`src/rtl/shift_step_ctrl.sv`:
```
// Step sequencer around an external 8-bit combinational shifter: splits a signed shift into <=2-bit steps.
// Optional build macro SHIFT_STAT_EN adds a saturating completed-operation counter (stat_ops).
module shift_step_ctrl #(
  parameter int WIDTH = 8,
  parameter int AMT_W = 4
) (
  input  logic                    clk,
  input  logic                    rst_n,
  input  logic                    in_valid,
  output logic                    in_ready,
  input  logic [0:WIDTH-1]        in_data,
  input  logic signed [AMT_W-1:0] in_amt,
  output logic [0:WIDTH-1]        sh_ip,
  output logic [4:0]              sh_mag,
  input  logic [0:WIDTH-1]        sh_op,
  output logic                    out_valid,
  input  logic                    out_ready,
  output logic [0:WIDTH-1]        out_data,
  output logic                    busy
`ifdef SHIFT_STAT_EN
  ,
  output logic [15:0]             stat_ops
`endif
);

  localparam logic [4:0] MAG_NONE = 5'b00100;
  localparam logic [4:0] MAG_L1   = 5'b00010;
  localparam logic [4:0] MAG_L2   = 5'b00001;
  localparam logic [4:0] MAG_R1   = 5'b01000;
  localparam logic [4:0] MAG_R2   = 5'b10000;

  localparam logic signed [AMT_W-1:0] REM_ZERO = {AMT_W{1'b0}};
  localparam logic signed [AMT_W-1:0] REM_ONE  = AMT_W'(1);
  localparam logic signed [AMT_W-1:0] REM_TWO  = AMT_W'(2);
  localparam logic signed [AMT_W-1:0] REM_MONE = {AMT_W{1'b1}};

  typedef enum logic [1:0] {
    S_IDLE = 2'd0,
    S_STEP = 2'd1,
    S_DONE = 2'd2
  } state_e;

  state_e                    state_q;
  logic [0:WIDTH-1]          work_q;
  logic signed [AMT_W-1:0]   rem_q;
  logic [4:0]                sh_mag_q;
  logic                      out_valid_q;
  logic                      busy_q;
  logic                      in_ready_q;

  logic signed [AMT_W-1:0]   step_s;
  logic signed [AMT_W-1:0]   rem_d;
  logic                      accept_s;

  // Shifter code for the next step; the most-negative amount falls into the R2 branch with no special case.
  function automatic logic [4:0] mag_code(input logic signed [AMT_W-1:0] r);
    logic [4:0] m;
    if (r == REM_ZERO) begin
      m = MAG_NONE;
    end else if (r == REM_ONE) begin
      m = MAG_L1;
    end else if (r == REM_MONE) begin
      m = MAG_R1;
    end else if (r > REM_ZERO) begin
      m = MAG_L2;
    end else begin
      m = MAG_R2;
    end
    return m;
  endfunction

  assign accept_s = in_valid && in_ready_q;

  // Remaining-shift update for the step in progress.
  always_comb begin
    step_s = REM_TWO;
    rem_d  = rem_q;
    if ((rem_q == REM_ONE) || (rem_q == REM_MONE)) begin
      step_s = REM_ONE;
    end else begin
      step_s = REM_TWO;
    end
    if (rem_q > REM_ZERO) begin
      rem_d = rem_q - step_s;
    end else begin
      rem_d = rem_q + step_s;
    end
  end

  // Control FSM; every output is a register so the shifter and consumer see glitch-free values.
  always_ff @(posedge clk or negedge rst_n) begin
    if (!rst_n) begin
      state_q     <= S_IDLE;
      work_q      <= {WIDTH{1'b0}};
      rem_q       <= REM_ZERO;
      sh_mag_q    <= MAG_NONE;
      out_valid_q <= 1'b0;
      busy_q      <= 1'b0;
      in_ready_q  <= 1'b1;
    end else begin
      case (state_q)
        S_IDLE: begin
          if (accept_s) begin
            work_q     <= in_data;
            rem_q      <= in_amt;
            busy_q     <= 1'b1;
            in_ready_q <= 1'b0;
            if (in_amt != REM_ZERO) begin
              state_q  <= S_STEP;
              sh_mag_q <= mag_code(in_amt);
            end else begin
              state_q     <= S_DONE;
              sh_mag_q    <= MAG_NONE;
              out_valid_q <= 1'b1;
            end
          end else begin
            state_q <= S_IDLE;
          end
        end
        S_STEP: begin
          work_q   <= sh_op;
          rem_q    <= rem_d;
          sh_mag_q <= mag_code(rem_d);
          if (rem_d == REM_ZERO) begin
            state_q     <= S_DONE;
            out_valid_q <= 1'b1;
          end else begin
            state_q <= S_STEP;
          end
        end
        S_DONE: begin
          if (out_ready) begin
            state_q     <= S_IDLE;
            out_valid_q <= 1'b0;
            busy_q      <= 1'b0;
            in_ready_q  <= 1'b1;
          end else begin
            state_q <= S_DONE;
          end
        end
        default: begin
          state_q     <= S_IDLE;
          work_q      <= {WIDTH{1'b0}};
          rem_q       <= REM_ZERO;
          sh_mag_q    <= MAG_NONE;
          out_valid_q <= 1'b0;
          busy_q      <= 1'b0;
          in_ready_q  <= 1'b1;
        end
      endcase
    end
  end

  assign sh_ip     = work_q;
  assign sh_mag    = sh_mag_q;
  assign out_data  = work_q;
  assign out_valid = out_valid_q;
  assign busy      = busy_q;
  assign in_ready  = in_ready_q;

`ifdef SHIFT_STAT_EN
  logic [15:0] stat_ops_q;

  // Completed-operation counter, saturating so it never wraps back to a misleading small value.
  always_ff @(posedge clk or negedge rst_n) begin
    if (!rst_n) begin
      stat_ops_q <= 16'h0000;
    end else if ((state_q == S_DONE) && out_ready && (stat_ops_q != 16'hFFFF)) begin
      stat_ops_q <= stat_ops_q + 16'h0001;
    end else begin
      stat_ops_q <= stat_ops_q;
    end
  end

  assign stat_ops = stat_ops_q;
`endif

endmodule

```
`config.mk`:
```
export PLATFORM = sky130hd
export DESIGN_NAME = shift_step_ctrl
export DESIGN_NICKNAME = d
export VERILOG_FILES = /design/src/rtl/shift_step_ctrl.sv
export SDC_FILE = /design/constraint.sdc
export NUM_CORES = 1
export LEC_CHECK = 0
export ABC_AREA = 1
export ABC_CLOCK_PERIOD_IN_PS = 2600
export CORE_MARGIN = 5
export CORE_UTILIZATION = 44
export DETAILED_ROUTE_END_ITERATION = 8
export GPL_TIMING_DRIVEN = 0
export PLACE_DENSITY = 0.83
export REMOVE_ABC_BUFFERS = 1
export SLEW_MARGIN = 30
export SYNTH_ARGS = -nofsm -noshare
export SYNTH_HDL_FRONTEND = slang
export SYNTH_SLANG_ARGS = --single-unit
```
`constraint.sdc`:
```
create_clock -name clk -period 2.6 [get_ports clk]
set_input_delay 0.52 -clock clk [delete_from_list [all_inputs] [get_ports clk]]
set_output_delay 0.52 -clock clk [all_outputs]
set_load 0.02 [all_outputs]
```
## Yosys cells after proc, flatten, opt, wreduce, memory -nomap -nowiden

Cells that the tools add are included.

| operators by class | value |
|---|---|
| add/subtract/negate cells | 2 |
| bitwise gates (word level) | 2 |
| reduce and logical (&&, ||, !) cells | 9 |
| order comparisons | 3 |
| multiplexer cells | 32 |
| equal/unequal tests | 12 |

Operator list:

| kind | count |
|---|---|
| $mux 5 | 10 |
| $pmux 8 s3 | 1 |
| $pmux 5 s3 | 1 |
| $eq 4x1->1 const B | 3 |
| $eq 4x2->1 const B | 3 |
| $gt 4x1->1 const B | 3 |
| $pmux 4 s3 | 1 |
| $mux 2 | 5 |
| $pmux 1 s3 | 3 |
| $logic_not 4->1 | 2 |
| $mux 4 | 2 |
| $mux 8 | 1 |
| $ne 2x2->1 const B | 4 |
| $mux 1 | 7 |
| $pmux 2 s3 | 1 |
| $add 4x4->4 | 1 |
| $reduce_and 4->1 | 1 |
| $reduce_bool 4->1 | 1 |
| $sub 4x4->4 | 1 |
| $reduce_and 3->1 | 1 |
| $eq 2x1->1 const B | 1 |
| $eq 2x2->1 const B | 1 |
| $logic_not 2->1 | 1 |
| $not 1->1 | 2 |
| other kinds (3) | 3 |

| word-level totals | value |
|---|---|
| logic and storage cells | 67 |
| input port bits | 24 |
| register bits | 22 |
| output and inout port bits | 24 |

## Longest topological paths before layout

| depth | value |
|---|---|
| depth after elaboration | 11 |
| mapped depth | 13 |
| depth with buffers taken out | 13 |

## Least setup slack after synthesis

Ideal clock, no wire load.

| timing | value |
|---|---|
| kind | register to register |
| start point | register rem_q[1] |
| end point | register out_valid_q, in the netlist out_valid |
| stages on the path, launching flop included | 13 |
| required time | 2483 ps |
| setup slack | 699 ps |
| data arrival time | 1784 ps |
| setup time | 117 ps |
| clock period less this slack | 1901 ps |
| path through | dfrtp_1 > nand4_1 > nand2_1 > ha_1 > fa_1 > inv_1 > nand3_1 > nand2_1 > nand3_1 > nand2_2 > nand3_1 > nand2_1 > nand2_1 |

| on the way | value |
|---|---|
| longest elaborated chain between the ends | 8 |
| elaborated cells between the ends (all ways) | 11 |
| classes of those cells | add/sub: 2; order compare: 1; eq/ne: 3; mux: 2; reduce/logical: 3 |

Ends and longest elaborated chain:

| element | line | text |
|---|---|---|
| start, declared | 45 | `logic signed [AMT_W-1:0] rem_q;` |
| start signal, assigned | 105 | `rem_q <= in_amt;` |
| start signal, assigned | 122 | `rem_q <= rem_d;` |
| $eq 4x2->1 / $eq 4x1->1 (equally long branches) | 78 | `if ((rem_q == REM_ONE) \|\| (rem_q == REM_MONE)) begin` |
| $logic_or 1x1->1 | 78 |  |
| $mux 2 | 78 |  |
| $add 4x4->4 / $sub 4x4->4 (equally long branches) | 86, 84 |  |
| $mux 4 (*) | 83 | `if (rem_q > REM_ZERO) begin` |
| $logic_not 4->1 (*) | 124 | `if (rem_d == REM_ZERO) begin` |
| $ne 2x2->1 (no line) (*) | n/a |  |
| $reduce_and 4->1 (no line) (*) | n/a |  |
| end signal, assigned | 97 | `out_valid_q <= 1'b0;` |
| end signal, assigned | 126 | `out_valid_q <= 1'b1;` |
| end signal, assigned | 134 | `out_valid_q <= 1'b0;` |
| end, declared | 47 | `logic out_valid_q;` |

Every way passes the cells marked *; elsewhere a longest branch is shown, timed or not.
A chain may end at the register's enable or synchronous reset.

## Worst setup path after layout

Ends and elaborated chain as after synthesis.

==> reports/metrics.cfg <==
[power]
clock_power_share=0.104
p_sw_uw=1210
combPwrFrac=0.635
p_per_area_mw_per_mm2=1430
sw_frac_of_total=0.473
p_total_uw=2560
p_int_uw=1350
power_leakage_uw=0.000839
pwr-share-seq=0.260
ir_drop_v=0.000586

[layout]
drive_above_1_share=0.0802
diodes=0
syn_to_final_growth_pct=35.3
utilization=0.602
fin_cells=245
nets=240

[synth]
synth-seq-cells=22
synthSimpleGateAreaFrac=0.290
syn_area_per_cell_sq_um=7.66
synth_mux_area_frac=0
syn_inst=173
yosysWarnings=0
yosysUniqueCellTypes=28
synth_xor_area_frac=0
synth.top_cell.area_share=0.378
synth_top_cells_by_area=dfrtp_1, nand2_1, nor2_1, inv_1, buf_4
synth_top_family_by_area=simple AND/OR/NAND/NOR gates
synth_compound_area_frac=0.130
yosys.area.top_type=dfrtp_1
netlist_area_sq_mm=0.00133
yosysSeqAreaShare=0.417
synth_adder_area_share=0.0340

[clocking]
cts_resized=0
cts_made_buffers=3
clock_latency_ns=0.31
cts_setup_buffers=0
clkSinkCount=22
cts.path.max_buffers=2
clock_tree.root_cell=clkbuf_4
clk_pin_slew_ns=0.14
cts_tree=done
h-tree-depth=1
hold_buffers=0

[run]
maxCapViolations=0

[timing]
finalCritPeriodShare=0.821
fmax_ghz=0.468
finalHoldViolCount=0
max_slew_margin=0.579
slew_viol_final=0
finalSetupTns_ns=0
grt_setup_unrepaired=no
fin_skew_ns=0.0101
fin_crit_ns=2.14
setup_viol=0
worst_slew_pin_slew_ns=0.628

[drt]
drt_first_pass_iters=7
drcViolationCount=0
via_per_inst=5.00
wl_per_cell_microns=12.4
vias=1224
ant_nets=0
drt_iter0_drc=55
routed_wirelength_microns=3030

[floorplan]
ios=48
dieArea_sq_mm=0.00421
core_sq_mm=0.00298
rows=20
die_w_microns=64.9
start_util=0.445
die_y_microns=64.9

[global_route]
grt_max_degree=28
grt_pass1_wl_microns=4990
antenna_found_initial=0
grt_pass1_vias=1101
grt-ovfl-total=0
grtUsageTotal=0.151

[critical_path]
cp.arrival_ns=2.36
rr_startpoint=rem_q[1]
ff2ff_setup_slack_ns=0.46
worstRegToRegCells=12
end_kind=register
worstReg2RegEnd=out_valid
critical_path_class=reg2reg
worst-path-max-fanout=5
crit_required_ns=2.82
critPathLaunchType=register

[place]
gp_congestion=0.829
dp_cells=241
hpwl_microns=2230
port-buffer-count=47

[min_path]
min_path_type=in2async

[outcome]
status=finished clean

## per-layer routing
layer  GRT usage  up-vias  share of wire
li1            -      631              -
met1       0.193      547           0.46
met2       0.249       44           0.47
met3      0.0312        2          0.055
met4      0.0554        0         0.0083
met5           0        -              0
## cells by family after synthesis
logic type / Yosys count
buffers and inverters: 31
and+or+nand+nor: 89
DFF: 22
adders and majority gates: 3
AOI/OAI and AO/OA: 28
## layout make-up
type / count / area, sq um
well taps: 33 / 41.3
flip-flops and latches: 22 / 553
clock buffers: 3 / 22.5
clock inverters: 1 / 30.0
inverters: 19 / 71.3
fillers: 277 / 1180
multi-input cells: 120 / 609
repair buffers: 47 / 465
## stage by stage
step | cell area (sq um) | hold WS (ns) | setup WS, ns
after floorplan | 1230 | 0.224 | 0.698
after CTS | 1790 | 0.168 | 0.421
after detailed placement | 1730 | 0.462 | 0.0961
after global placement | 1740 | 0.466 | 0.107
final | 1790 | 0.148 | 0.465
after global routing | 1790 | 0.152 | 0.295
## cell usage in the layout, fill, tap and decap left out
master and instances:
nor3_1 1, dfrtp_1 20, o21ai_2 1, nand2_1 51
o21ai_0 7, clkdlybuf4s50_1 46, bufinv_16 1, a31oi_1 9
o21a_1 1, nor2_1 19, a2bb2oi_1 1, buf_2 1
nand2_2 1, a22oi_1 1, dfstp_2 2, nand4_1 4
nor2_4 2, a211o_1 1, o21ai_1 1, a21oi_1 4
clkbuf_4 3, nand3_1 8, nor2_2 2, fa_1 1
o22ai_1 1, inv_1 17, inv_2 2, nor3_2 1
o21ai_4 1, ha_1 2
## power groups by stage
stage               logic (uW)  clock network (uW)  registers, uW
finish                    1630                 267            667
global route              1790                 295            702
CTS                       1620                 271            669
detailed placement        1610                   0            676
global placement          1590                   0            668
floorplan                  790                   0            896
## synthesized netlist by cell type, drive strengths merged
library cell,count
dfrtp,20
o21ai,10
nor2,23
a21oi,4
inv,19
a211o,1
nand2,52
a31oi,9
o21a,1
buf,12
a2bb2oi,1
a22oi,1
o22ai,1
nand4,4
nor3,2
fa,1
ha,2
dfstp,2
nand3,8
## state kept, by name (all words and copies together) (netlist names)
signal     flops
out_data       8
busy           1
sh_mag         5
rem_q          4
in_ready       1
state_q        2
out_valid      1
## worst max-delay path, stage by stage, from the launching register on
cell     delay (ns)
dfrtp_1        0.47
nand4_1        0.16
nand2_1        0.08
ha_1           0.20
fa_1           0.39
inv_1          0.07
nand3_1        0.09
nand2_1        0.16
nand3_1        0.14
nand2_2        0.11
nand3_1        0.07
nand2_1        0.06
nand2_1        0.05
## how the worst max path moves through the flow
stage	from	to	slack, ns	cells after the start
final	rem_q[1]	out_valid	0.46	12
after global routing	rem_q[1]	out_valid	0.29	10
after detailed placement	in_valid	rem_q[2]	0.1	6
after CTS	in_valid	sh_mag[3]	0.42	6
after floorplan	rem_q[1]	out_valid	0.70	12
after global placement	in_valid	sh_mag[3]	0.11	6
Power figures use the tool's default switching activity.
